File: src/rtl/rpn_stack_ctrl_if.sv
// Command and stack-RAM bus between the RPN stack sequencer and its neighbours.
// Ports: cmd_valid/op/data in, cmd_ready out; ram_addr/wdata/we out, ram_rdata in (slave view).
interface rpn_stack_ctrl_if #(
    parameter int DATA_W = 8,
    parameter int ADDR_W = 4
);
    logic              cmd_valid;
    logic [2:0]        cmd_op;
    logic [DATA_W-1:0] cmd_data;
    logic              cmd_ready;
    logic [ADDR_W-1:0] ram_addr;
    logic [DATA_W-1:0] ram_wdata;
    logic              ram_we;
    logic [DATA_W-1:0] ram_rdata;

    modport master (
        output cmd_valid, cmd_op, cmd_data, ram_rdata,
        input  cmd_ready, ram_addr, ram_wdata, ram_we
    );

    modport slave (
        input  cmd_valid, cmd_op, cmd_data, ram_rdata,
        output cmd_ready, ram_addr, ram_wdata, ram_we
    );
endinterface

File: src/rtl/rpn_stack_ctrl.sv
// RPN operand-stack sequencer: TOS in a register, deeper entries in an external sync RAM.
// Ports: CLOCK_50, resetn, bus (cmd + RAM), top, depth, empty, full, err, err_code.
module rpn_stack_ctrl #(
    parameter int DATA_W = 8,
    parameter int ADDR_W = 4
) (
    input  logic              CLOCK_50,
    input  logic              resetn,
    rpn_stack_ctrl_if.slave   bus,
    output logic [DATA_W-1:0] top,
    output logic [ADDR_W:0]   depth,
    output logic              empty,
    output logic              full,
    output logic              err,
    output logic [1:0]        err_code
);
    localparam logic [2:0] OP_NOP   = 3'b000;
    localparam logic [2:0] OP_PUSH  = 3'b001;
    localparam logic [2:0] OP_DROP  = 3'b010;
    localparam logic [2:0] OP_ADD   = 3'b011;
    localparam logic [2:0] OP_SUB   = 3'b100;
    localparam logic [2:0] OP_MUL   = 3'b101;
    localparam logic [2:0] OP_DUP   = 3'b110;
    localparam logic [2:0] OP_CLEAR = 3'b111;

    localparam logic [1:0] S_IDLE = 2'd0;
    localparam logic [1:0] S_WR   = 2'd1;
    localparam logic [1:0] S_RD   = 2'd2;
    localparam logic [1:0] S_EXEC = 2'd3;

    localparam logic [ADDR_W:0]   D_MAX = {1'b1, {ADDR_W{1'b0}}};
    localparam logic [ADDR_W:0]   D_ZERO = '0;
    localparam logic [ADDR_W:0]   D_ONE = 1;
    localparam logic [ADDR_W:0]   D_TWO = 2;
    localparam logic [ADDR_W-1:0] A_ONE = 1;
    localparam logic [ADDR_W-1:0] A_TWO = 2;

    logic [1:0]  state;
    logic [2:0]  op_q;
    logic        accept;
    logic        is_bin;
    logic        under;
    logic        over;
    logic [2:0]  op;

    assign op = bus.cmd_op;
    assign bus.cmd_ready = (state == S_IDLE);
    assign accept = bus.cmd_valid && bus.cmd_ready;
    assign is_bin = (op == OP_ADD) || (op == OP_SUB) || (op == OP_MUL);
    assign under = (((op == OP_DROP) || (op == OP_DUP)) && (depth == D_ZERO))
                 || (is_bin && (depth < D_TWO));
    assign over = ((op == OP_PUSH) || (op == OP_DUP)) && (depth == D_MAX);
    assign empty = (depth == D_ZERO);
    assign full = (depth == D_MAX);

    always_ff @(posedge CLOCK_50 or negedge resetn) begin
        if (!resetn) begin
            state         <= S_IDLE;
            op_q          <= OP_NOP;
            top           <= '0;
            depth         <= '0;
            err           <= 1'b0;
            err_code      <= 2'b00;
            bus.ram_addr  <= '0;
            bus.ram_wdata <= '0;
            bus.ram_we    <= 1'b0;
        end else begin
            case (state)
                S_IDLE: begin
                    if (accept) begin
                        unique case (1'b1)
                            under: begin
                                err      <= 1'b1;
                                err_code <= 2'b01;
                            end
                            over: begin
                                err      <= 1'b1;
                                err_code <= 2'b10;
                            end
                            default: begin
                                err      <= 1'b0;
                                err_code <= 2'b00;
                                op_q     <= op;
                                case (op)
                                    OP_PUSH: begin
                                        top <= bus.cmd_data;
                                        depth <= depth + D_ONE;
                                        if (depth != D_ZERO) begin
                                            bus.ram_addr  <= depth[ADDR_W-1:0] - A_ONE;
                                            bus.ram_wdata <= top;
                                            bus.ram_we    <= 1'b1;
                                            state         <= S_WR;
                                        end
                                    end
                                    OP_DUP: begin
                                        depth         <= depth + D_ONE;
                                        bus.ram_addr  <= depth[ADDR_W-1:0] - A_ONE;
                                        bus.ram_wdata <= top;
                                        bus.ram_we    <= 1'b1;
                                        state         <= S_WR;
                                    end
                                    OP_DROP: begin
                                        if (depth == D_ONE) begin
                                            top   <= '0;
                                            depth <= '0;
                                        end else begin
                                            bus.ram_addr <= depth[ADDR_W-1:0] - A_TWO;
                                            state        <= S_RD;
                                        end
                                    end
                                    OP_ADD, OP_SUB, OP_MUL: begin
                                        bus.ram_addr <= depth[ADDR_W-1:0] - A_TWO;
                                        state        <= S_RD;
                                    end
                                    OP_CLEAR: begin
                                        top   <= '0;
                                        depth <= '0;
                                    end
                                    default: ;
                                endcase
                            end
                        endcase
                    end
                end
                S_WR: begin
                    bus.ram_we <= 1'b0;
                    state      <= S_IDLE;
                end
                S_RD: begin
                    state <= S_EXEC;
                end
                default: begin
                    // NOS arrived from RAM; fold it with TOS (DROP just takes NOS).
                    case (op_q)
                        OP_ADD:  top <= bus.ram_rdata + top;
                        OP_SUB:  top <= bus.ram_rdata - top;
                        OP_MUL:  top <= bus.ram_rdata * top;
                        default: top <= bus.ram_rdata;
                    endcase
                    depth <= depth - D_ONE;
                    state <= S_IDLE;
                end
            endcase
        end
    end
endmodule

File: src/flat_wrapper.sv
// flat-port wrapper written by rule: the top's interface ports become plain ports
module rpn_stack_ctrl_flat 
#(
    parameter int DATA_W = 8,
    parameter int ADDR_W = 4
)
  (CLOCK_50, resetn, top, depth, empty, full, err, err_code, bus_cmd_valid, bus_cmd_op, bus_cmd_data, bus_ram_rdata, bus_cmd_ready, bus_ram_addr, bus_ram_wdata, bus_ram_we);
  rpn_stack_ctrl_if #(.DATA_W(DATA_W), .ADDR_W(ADDR_W)) bus_i ();
  input  logic CLOCK_50;
  input  logic resetn;
  output logic [DATA_W-1:0] top;
  output logic [ADDR_W:0] depth;
  output logic empty;
  output logic full;
  output logic err;
  output logic [1:0] err_code;
  input wire logic [$bits(bus_i.cmd_valid)-1:0] bus_cmd_valid;
  input wire logic [$bits(bus_i.cmd_op)-1:0] bus_cmd_op;
  input wire logic [$bits(bus_i.cmd_data)-1:0] bus_cmd_data;
  input wire logic [$bits(bus_i.ram_rdata)-1:0] bus_ram_rdata;
  output wire logic [$bits(bus_i.cmd_ready)-1:0] bus_cmd_ready;
  output wire logic [$bits(bus_i.ram_addr)-1:0] bus_ram_addr;
  output wire logic [$bits(bus_i.ram_wdata)-1:0] bus_ram_wdata;
  output wire logic [$bits(bus_i.ram_we)-1:0] bus_ram_we;
  assign bus_i.cmd_valid = bus_cmd_valid;
  assign bus_i.cmd_op = bus_cmd_op;
  assign bus_i.cmd_data = bus_cmd_data;
  assign bus_i.ram_rdata = bus_ram_rdata;
  assign bus_cmd_ready = bus_i.cmd_ready;
  assign bus_ram_addr = bus_i.ram_addr;
  assign bus_ram_wdata = bus_i.ram_wdata;
  assign bus_ram_we = bus_i.ram_we;
  rpn_stack_ctrl #(.DATA_W(DATA_W), .ADDR_W(ADDR_W)) u_core (.CLOCK_50(CLOCK_50), .resetn(resetn), .bus(bus_i), .top(top), .depth(depth), .empty(empty), .full(full), .err(err), .err_code(err_code));
endmodule
File: config.mk
export PLATFORM = sky130hd
export DESIGN_NAME = rpn_stack_ctrl_flat
export DESIGN_NICKNAME = d
export VERILOG_FILES = /design/src/rtl/rpn_stack_ctrl_if.sv /design/src/rtl/rpn_stack_ctrl.sv /design/src/flat_wrapper.sv
export SDC_FILE = /design/constraint.sdc
export NUM_CORES = 1
export LEC_CHECK = 0
export BUFFER_PORTS_ARGS = -buffer_cell sky130_fd_sc_hd__buf_2
export CAP_MARGIN = 10
export CORE_UTILIZATION = 55
export DETAILED_ROUTE_END_ITERATION = 10
export PLACE_DENSITY = 0.77
export SYNTH_ARGS = -nofsm -noshare
export SYNTH_HDL_FRONTEND = slang
export SYNTH_SLANG_ARGS = --single-unit
File: constraint.sdc
create_clock -name CLOCK_50 -period 5.4 [get_ports CLOCK_50]
set_input_delay 0.27 -clock CLOCK_50 [delete_from_list [all_inputs] [get_ports CLOCK_50]]
set_output_delay 0.27 -clock CLOCK_50 [all_outputs]
set_load 0.01 [all_outputs]
Yosys cells after proc, flatten, opt, wreduce, memory -nomap -nowiden
Cells that the tools add are included.
{"block": "totals", "word_cells": 100, "ff_bits": 34, "output_inout_bits": 32, "in_bits": 22}
{"block": "op_classes", "n_eq_ne": 25, "magnitude_cmp": 1, "add_sub_neg": 6, "multipliers": 1, "bitwise": 2, "muxes": 29, "n_reduce_logical": 27}
{"op": "$pmux W8 S3", "n": 2}
{"op": "$mux W8", "n": 4}
{"op": "$pmux W8 S2", "n": 2}
{"op": "$reduce_and A5 Y1", "n": 5}
{"op": "$eq A3 B3 Y1 const B", "n": 6}
{"op": "$pmux W4 S4", "n": 1}
{"op": "$mux W5", "n": 3}
{"op": "$pmux W5 S3", "n": 1}
{"op": "$ne A3 B3 Y1 const B", "n": 4}
{"op": "$pmux W5 S2", "n": 1}
{"op": "$eq A3 B2 Y1 const B", "n": 3}
{"op": "$add A8 B8 Y8", "n": 1}
{"op": "$mul A8 B8 Y8", "n": 1}
{"op": "$mux W2", "n": 4}
{"op": "$mux W4", "n": 2}
{"op": "$ne A2 B2 Y1 const B", "n": 4}
{"op": "$ne A4 B4 Y1 const B", "n": 2}
{"op": "$pmux W2 S2", "n": 2}
{"op": "$pmux W2 S4", "n": 1}
{"op": "$sub A8 B8 Y8", "n": 1}
{"op": "$reduce_and A6 Y1", "n": 1}
{"op": "$reduce_or A2 Y1", "n": 3}
{"op": "$add A5 B1 Y5 const B", "n": 1}
{"op": "$eq A5 B1 Y1 const B", "n": 1}
{"op": "22 further kinds", "n": 35}

Longest topological paths before layout
Gate-level depths: netlist of the first run.
{"block": "logic_depth", "depth_word": 9, "depth_mapped": 16, "ltp_nobuf": 15}

Worst setup path after synthesis of the first run
OpenSTA, ideal clock, no wires.
{"block": "synth_path", "path_type": "register to register", "from": "register u_core.top[4]", "to": "register u_core.top[7]", "setup_time_ps": 104, "stages_incl_launch_ff": 16, "required_ps": 5296, "path_slack_ps": 1027, "period_less_slack_ps": 4373, "n_path_buf": 1, "arrival_ps": 4270, "cell_sequence": "dfrtp_1 > clkbuf_1 > nand2_1 > fa_1 > fa_1 > inv_1 > fa_1 > inv_1 > fa_1 > inv_1 > ha_1 > a21oi_1 > xnor3_1 > xnor3_1 > o211a_1 > a221oi_1"}
{"block": "synth_between", "elab_chain_len": 3, "elab_cells_between_ends": 5, "cone_classes": "add/sub: 2; mul: 1; mux: 2"}
{"element": "start: declaration", "line_no": "rpn_stack_ctrl.sv:10", "rtl": "output logic [DATA_W-1:0] top,"}
{"element": "start signal: assignment", "line_no": "rpn_stack_ctrl.sv:86", "rtl": "top <= bus.cmd_data;"}
{"element": "start signal: assignment", "line_no": "rpn_stack_ctrl.sv:135", "rtl": "OP_ADD: top <= bus.ram_rdata + top;"}
{"element": "start signal: assignment", "line_no": "rpn_stack_ctrl.sv:136", "rtl": "OP_SUB: top <= bus.ram_rdata - top;"}
{"element": "$mul A8 B8 Y8, or another cell as far along", "line_no": "rpn_stack_ctrl.sv:137", "rtl": "OP_MUL: top <= bus.ram_rdata * top;"}
{"element": "$pmux W8 S3 (*)", "line_no": "rpn_stack_ctrl.sv:134", "rtl": "case (op_q)"}
{"element": "$pmux W8 S2 (*)", "line_no": "rpn_stack_ctrl.sv:68", "rtl": "case (state)"}
Mark *: on every way between the ends. The rest lies on a longest branch, timed or not.
A chain may end at the register's enable or synchronous reset.

Worst setup path in the final report of the first run
Ends and elaborated chain as after synthesis.

==> metrics.txt, run 1 <==
status=complete, no violations; Cell variety after synth=70; hold-fix buffers at CTS=0; Ports=54; GR Overflow Total=0; Main synth FF type=dfrtp_1; warning count from the yosys run=0; clk_lat worst skew=0.29 ns; most numerous cell in the Yosys netlist=inv_1; first-pass GRT wire length=14160 um; CTS tree=done; area used by multi-input combinational logic=between 0.002 and 0.0025 mm^2; reg-to-reg slack, setup=0.92 ns; detail-routed via count per cell=around 5.9; post-DR wirelength/cell=16.79 um; Crit Path Category=flip-flop to flip-flop; dominant cell type by area after synthesis=dfrtp_1; Core Region=0.006314 mm^2; CTS buffer count=5; fmax=0.2232 GHz; final std cells w/o fill=about 510; Die X=82.82 um; vias in the first global route=between 2000 and 3000; Slew headroom=39.65%; Mapped Area=0.003592 mm^2; GR Layer Usage met2=44.86%; IO buf count=53; Final Hold Viols=0; Final Cycle Share=82.96%; drt total wl=~8600 um; Setup-failing EPs final=0; Critical Path Fanout Max=10; Critical-path top delay cell=dfrtp_1; leakage=1.972 nW; fillers=569; largest cells by area after synthesis=dfrtp_1 24%, ha_1 12%, fa_1 7.2%; Synth top cells by count=42 x inv_1, 37 x nand2_1, 35 x ha_1, 34 x dfrtp_1, 30 x nor2_1; Area Overhead vs Synth=11.53%; startpoint types=flip-flop; residual DRC count=0; HP Class=input port to asynchronous set/reset pin; H-tree lvl count=2; RSZ-0062 raised after global routing=false; slowest stage delay, CP=0.55 ns; Routed Antenna Nets=0; CP arrival=between 4 and 5 ns; Most Crowded Layer GR=met2; post-cts resize count=0; root buffer cell=clkbuf_8; flops & latches, synth=34; Crit. End Element=flip-flop; fraction of registers with async set/reset=100.0%; # nets final=504; CTS Buffer Depth=2; FF+latch area=about 850 um^2; setup TNS=0 ns; Synth Area per Inst=9.211 um^2; most numerous cell on the critical path=fa_1; GR Util met3=2.386%; Slew Viols, Final=0; die height=82.82 um; postcts setup bufs=0; largest net degree at the start of global routing=35; Post-DP HPWL=6633 um; CTS sink cnt=34; DP Cell Count=between 500 and 600; Peak VDD IR=0.0004626 V; layout cells sized above 1=20.92%; Initial DRC Count=between 150 and 200; row count=29; initial antenna violation count=0; Seq/Total Area, Yosys=23.69%; Antenna Cells=0; top-area cell type share of the netlist area=a little under a quarter; placed instance area=between 0.003 and 0.004 mm^2; Worst-path clk slew=0.08 ns; Initial DRT Pass Iterations=5; GP Congestion=0.8874; Final Skew=0.009630 ns; WP data required=5.59 ns; via count=3037; number of max-cap violations=0; syn_nets=460; Cell Pwr Density=approximately 770 mW/mm^2; Initial Util=between 50 and 60%; Post-synth EDFFs=0; gr usage total=25.55%; grt met1 use=33.90%; Final min period=4.480 ns; CP cell instances=nand2_1 -> fa_1 -> fa_1 -> inv_1 -> fa_1 -> inv_1 -> fa_1 -> inv_1 -> ha_1 -> a21oi_1 -> xnor3_1 -> xnor3_1 -> o211a_1 -> a221oi_1; cell count after synthesis=390; Tightest Pin Transition=roughly 0.9 ns; Die ar.=0.006858 mm^2; design area=0.004006 mm^2
[critical path: cells and delay by family (launching register included)]
family | cells | cell delay, ns
compound gates | 3 | 0.62
simple gates | 1 | 0.15
buf+inv | 3 | 0.15
fa+ha+maj | 5 | 2.33
xor+xnor | 2 | 0.59
flops | 1 | 0.55
[final timing paths]
path,startpoint,to,cells after the start
worst min-delay path,resetn,u_core.bus.ram_addr[3]$_DFFE_PN0P_,1
worst min register to register,u_core.err$_DFFE_PN0P_,u_core.err$_DFFE_PN0P_,2
max in group asynchronous,resetn,u_core.bus.ram_wdata[5]$_DFFE_PN0P_,1
min in group CLOCK_50,bus_cmd_data[1],u_core.top[1]$_DFFE_PN0P_,4
worst max register to register,u_core.top[4]$_DFFE_PN0P_,u_core.top[7]$_DFFE_PN0P_,14
worst max-delay path,u_core.top[4]$_DFFE_PN0P_,u_core.top[7]$_DFFE_PN0P_,14
[metal layers]
metal,vias up,routed length [um]
li1,1436,-
met1,1499,3809
met2,90,4378
met3,12,304
met4,0,107
met5,-,0
[placed cells by master (no fill, tap or decap), drive strengths merged, types with 3 or more instances in the layout]
cell    count
clkbuf      5
or3         4
nor2       30
nand2      37
a31oi      10
o22a        3
inv        43
a21o        5
a22o        4
nor2b       5
buf        53
nor3        9
mux2i       4
xor2        5
and3b       3
ha         35
fa         13
and2        8
a21oi      14
a221oi      4
nand3       6
xnor2      18
a21boi      4
dfrtp      34
mux2       22
o21ai      15
[cell families after synthesis]
family,Yosys count,synth area share [%]
AOI/OAI and AO/OA,81,17.10
xor gates and xnor gates,25,6.862
adders and majority gates,48,19.44
buffers and inverters,60,6.966
DFF,34,23.69
muxes,26,8.429
and+or+nand+nor,116,17.52
[where the power goes]
part	total, mW	leakage [nW]	internal [mW]	switching (mW)
sequential	0.572	0.417	0.382	0.190
clock	0.281	0.0683	0.185	0.0964
combinational	2.24	1.49	1.05	1.19
[per-stage QoR]
step / util (%) / worst slack [ns] / hold slack, ns / power (mW)
after floorplan: - / 1.027 / -0.02559 / 2.266
after global placement: 61.28 / 1.095 / 0.3759 / 2.715
after detailed placement: 61.28 / 0.9469 / 0.3896 / 2.793
after CTS: 63.46 / 0.9303 / 0.07117 / 3.090
after global routing: 63.46 / 0.7300 / 0.1219 / 3.357
final: 63.46 / 0.9199 / 0.04523 / 3.097
[state kept, by name, summed over array words and instances, names as in the netlist]
| name | cells |
|---|---|
| u_core.depth | 5 |
| u_core.err_code | 2 |
| u_core.op_q | 3 |
| u_core.top | 8 |
| u_core.err | 1 |
| u_core.bus.ram_we | 1 |
| u_core.state | 2 |
| u_core.bus.ram_addr | 4 |
| u_core.bus.ram_wdata | 8 |
[area by class of cell]
cell class / count / share of cell area, %
multi-input combinational: 296 / 62.18
sequential: 34 / 21.24
timing repair buffer: 53 / 6.621
inverter: 44 / 4.122
tap: 77 / 2.405
clock buffer: 5 / 1.718
clock inverter: 3 / 1.718
No activity file was read; power rests on OpenSTA's default activity.
==> inputs of run 2 (changes only) <==
Settings changed: CORE_UTILIZATION 55 to 53, PLACE_DENSITY 0.77 to 0.78.
Clock period 5.4 ns to 4.1 ns, I/O delays scaled along.
==> metrics.txt, run 2 (same netlist as run 1, synthesis figures left out) <==
clk_lat worst skew=0.29 ns; detail-routed via count per cell=a little under 6; Crit Path Category=flip-flop to flip-flop; failing checks=design-rule violations, negative hold slack; root buffer cell=clkbuf_8; gr usage total=27.23%; # nets final=between 500 and 600; Core Region=0.006459 mm^2; area used by multi-input combinational logic=0.002549 mm^2; vias in the first global route=between 3000 and 4000; Final Cycle Share=94.95%; commonest cells after routing, fill and taps aside=53 x buf_2, 39 x inv_1, 33 x nand2_1, 33 x ha_1, 31 x dfrtp_1; Final min period=3.893 ns; post-DR wirelength/cell=17.22 um; Antenna Cells=0; slowest stage delay, CP=0.52 ns; CTS buffer count=5; CTS sink cnt=34; fmax=0.2569 GHz; Critical Path Fanout Max=5; Initial DRC Count=261; Ports=54; Final Skew=0.01488 ns; Critical-path top delay cell=fa_1; Area Overhead vs Synth=16.44%; Initial Util=55.62%; HP Class=input port to asynchronous set/reset pin; row count=29; GR Overflow Total=0; DP Cell Count=about 520; WP data required=4.30 ns; FF+latch area=854.6 um^2; CP arrival=between 4 and 5 ns; first-pass GRT wire length=between 15000 and 20000 um; largest net degree at the start of global routing=35; startpoint types=flip-flop; Slew headroom=47.26%; die height=84.33 um; Tightest Pin Transition=0.7882 ns; Setup-failing EPs final=0; Slew Viols, Final=0; biggest regs=u_core.bus.ram_wdata: 8 flops, u_core.top: 8 flops, u_core.depth: 5 flops; Initial DRT Pass Iterations=10; RSZ-0062 raised after global routing=false; drt total wl=9176 um; hold slack=-0.01121 ns; Crit. End Element=flip-flop; residual DRC count=6; status=finished with violations; most common cell after layout, fill and taps aside=buf_2; final std cells w/o fill=533; Worst-path clk slew=0.08 ns; via count=3147; Final Hold Viols=13; number of max-cap violations=0; Die X=roughly 84 um; CP cell instances=nand2_1 -> fa_1 -> inv_1 -> fa_1 -> ha_1 -> inv_1 -> fa_1 -> inv_1 -> ha_4 -> a21o_1 -> a21oi_4 -> xnor3_1 -> xnor3_1 -> o211a_1 -> a221oi_2; initial antenna violation count=0; Post-DP HPWL=7239 um; GP Congestion=just over 0.9; Routed Antenna Nets=0; fillers=549; IO buf count=53; CTS Buffer Depth=2; layout cells sized above 1=28.07%; CTS tree=done; H-tree lvl count=2; Die ar.=around 0.007 mm^2
[run 2: layout make-up]
type | instances | share of cell area (%)
Timing Repair Buffer | 74 | 10.11
Inverter | 44 | 3.949
Clock buffer | 6 | 1.974
Clock inverter | 2 | 0.2991
Multi-Input combinational cell | 296 | 60.93
Sequential cell | 34 | 20.43
Tap cell | 77 | 2.303
[run 2: final timing paths]
path / start / endpoint / slack [ns] / cells after the start
worst max register to register: u_core.top[3]$_DFFE_PN0P_ / u_core.top[7]$_DFFE_PN0P_ / 0.21 / 15
max in group asynchronous: resetn / u_core.top[4]$_DFFE_PN0P_ / 3.57 / 1
min in group CLOCK_50: bus_cmd_data[3] / u_core.top[3]$_DFFE_PN0P_ / 0.23 / 3
worst min register to register: u_core.bus.ram_wdata[3]$_DFFE_PN0P_ / u_core.bus.ram_wdata[3]$_DFFE_PN0P_ / 0.50 / 1
worst min-delay path: resetn / u_core.top[1]$_DFFE_PN0P_ / -0.01 / 1
worst max-delay path: u_core.top[3]$_DFFE_PN0P_ / u_core.top[7]$_DFFE_PN0P_ / 0.21 / 15
[run 2: routing by layer]
metal,GRT usage [%],part of all wire [%],up-vias
met5,0,0,-
li1,-,-,1489
met4,7.524,2.1,0
met2,44.11,46,131
met3,5.506,6.9,17
met1,37.20,45,1510
[run 2: worst max-delay path, delay by kind of cell (launching register included)]
kind	cells	cell delay (ns)
buffers and inverters	3	0.19
XOR/XNOR	2	0.43
AO/OA/AOI/OAI	4	0.83
flip-flops	1	0.43
AND/OR/NAND/NOR	1	0.10
adder cells (fa/ha/maj)	5	1.83
[run 2: repair_timing]
item	CTS	global route
pin swaps	3	8
resized for setup	5	8
buffers inserted	2	0
cloned	0	0
endpoints found under the setup margin	1	1
hold buffers	0	0
[run 2: per-stage QoR]
step / util (%) / hold slack (ns) / TNS [ns] / worst slack, ns / cell area, um^2
6_report: 64.76 / -0.01121 / 0 / 0.2071 / 4183
5_1_grt: 64.76 / 0.06142 / 0 / 0.01165 / 4183
4_1_cts: 64.47 / 0.01305 / 0 / 0.1421 / 4164
3_5_place_dp: 62.44 / 0.3300 / -0.1166 / -0.1166 / 4033
3_3_place_gp: 62.44 / 0.3183 / 0 / 0.007255 / 4033
2_1_floorplan: - / -0.09059 / 0 / 0.009759 / 3630
Power of run 2 is left out: the tool's default activity adds up to more than one toggle a clock period on the data nets, which glitch-free logic cannot reach.
==> inputs of run 3 (changes only) <==
Settings changed: MAX_ROUTING_LAYER set to met4.
==> metrics.txt, run 3 (same netlist as run 1, synthesis figures left out) <==
Setup-failing EPs final=0; CTS buffer count=5; Die ar.=0.007111 mm^2; number of max-cap violations=0; Final Skew=around 0.0080 ns; Crit. End Element=flip-flop; fillers=528; die height=about 84 um; detail-routed via count per cell=around 6.0; Critical Path Fanout Max=5; Worst-path clk slew=roughly 0.080 ns; root buffer cell=clkbuf_8; Peak VDD IR=0.0004899 V; Final Hold Viols=34; fmax=between 0.2 and 0.3 GHz; most common cell after layout, fill and taps aside=buf_2; Final min period=around 3.9 ns; Slew headroom=about 44%; Initial DRC Count=~240; final std cells w/o fill=between 500 and 600; gr usage total=28.02%; design area=around 0.0042 mm^2; # nets final=~530; biggest regs=u_core.bus.ram_wdata: 8 flops, u_core.top: 8 flops, u_core.depth: 5 flops; residual DRC count=6; DP Cell Count=525; Cell Pwr Density=1065 mW/mm^2; Area Overhead vs Synth=17.00%; drt total wl=9386 um; vias in the first global route=a little over 3000; via count=between 3000 and 4000; Tightest Pin Transition=between 0.8 and 0.9 ns; Slew Viols, Final=0; startpoint types=flip-flop; setup TNS=0 ns; layout cells sized above 1=roughly 27%; Ports=54; Crit Path Category=flip-flop to flip-flop; commonest cells after routing, fill and taps aside=53 x buf_2, 42 x inv_1, 34 x ha_1; clk_lat worst skew=0.30 ns; hold slack=-0.01975 ns; worst setup margin=0.1519 ns; Final Cycle Share=between 90% and 100%; first-pass GRT wire length=15050 um; Initial DRT Pass Iterations=8; Routed Antenna Nets=0; GR Overflow Total=0; CTS Buffer Depth=2; CTS sink cnt=34; postcts setup bufs=0; initial antenna violation count=0; leakage=2.076 nW; WP data required=4.31 ns; status=finished with violations; CP arrival=approximately 4.2 ns; Initial Util=a little under three fifths; RSZ-0062 raised after global routing=false; CTS tree=done; reg-to-reg slack, setup=0.15 ns; Antenna Cells=0; DP Worst Slack=-0.06713 ns; row count=29; GP Congestion=just over 0.9; failing checks=design-rule violations, negative hold slack; post-DR wirelength/cell=17.61 um; IO buf count=53; placed instance area=0.004048 mm^2; HP Class=input port to asynchronous set/reset pin; Post-DP HPWL=7378 um; largest net degree at the start of global routing=35; Die X=84.33 um; H-tree lvl count=2; Core Region=0.006459 mm^2
[run 3: worst max-delay path, cell delays in order, from the launching register on]
cell and delay [ns]:
dfrtp_1 0.43, nand2_2 0.09, fa_2 0.38, fa_1 0.53, inv_1 0.05, fa_1 0.47
inv_1 0.05, fa_1 0.53, inv_1 0.06, ha_4 0.24, a21oi_2 0.15, xnor3_1 0.25
xnor3_1 0.20, o211a_1 0.22, a221oi_2 0.21
[run 3: per-stage QoR]
stage | total power [mW] | util (%)
global placement | 3.904 | 62.67
floorplan | 3.071 | -
detailed placement | 4.011 | 62.67
CTS | 4.444 | 64.97
global route | 4.864 | 65.07
finish | 4.477 | 65.07
[run 3: timing repair]
item / 4_1_cts / 5_1_grt
gates resized for setup: 3 / 3
pin swaps: 3 / 1
endpoints found under the setup margin: 1 / 1
hold buffers: 0 / 0
[run 3: final timing paths]
check	start	to	cells past startpoint
hold / removal	resetn	u_core.depth[1]$_DFFE_PN0P_	1
hold reg to reg	u_core.bus.ram_wdata[5]$_DFFE_PN0P_	u_core.bus.ram_wdata[5]$_DFFE_PN0P_	1
setup reg to reg	u_core.top[3]$_DFFE_PN0P_	u_core.top[7]$_DFFE_PN0P_	14
max in group asynchronous	resetn	u_core.top[2]$_DFFE_PN0P_	1
min in group CLOCK_50	bus_cmd_data[3]	u_core.top[3]$_DFFE_PN0P_	3
setup / recovery	u_core.top[3]$_DFFE_PN0P_	u_core.top[7]$_DFFE_PN0P_	14
[run 3: per-layer routing]
metal	vias to the layer above	wire length [um]	track usage (%)
li1	1480	-	-
met1	1549	4181	38.13
met2	139	4331	44.41
met3	20	713	3.933
met4	0	159	6.583
met5	-	0	-
[run 3: power breakdown]
group          switching (mW)  internal (mW)  total, mW
sequential              0.189          0.505      0.694
combinational            1.79           1.61       3.40
clock                   0.138          0.244      0.382
total                    2.12           2.36       4.48
[run 3: final cells by class]
cell class / count / area [um^2] / area share, %
tap: 77 / 96.34 / 2.292
clock inverter: 3 / 68.82 / 1.637
timing repair buffer: 74 / 422.9 / 10.06
inverter: 44 / 165.2 / 3.930
sequential: 34 / 852.1 / 20.27
clock buffer: 5 / 68.82 / 1.637
multi-input combinational: 296 / 2529 / 60.17
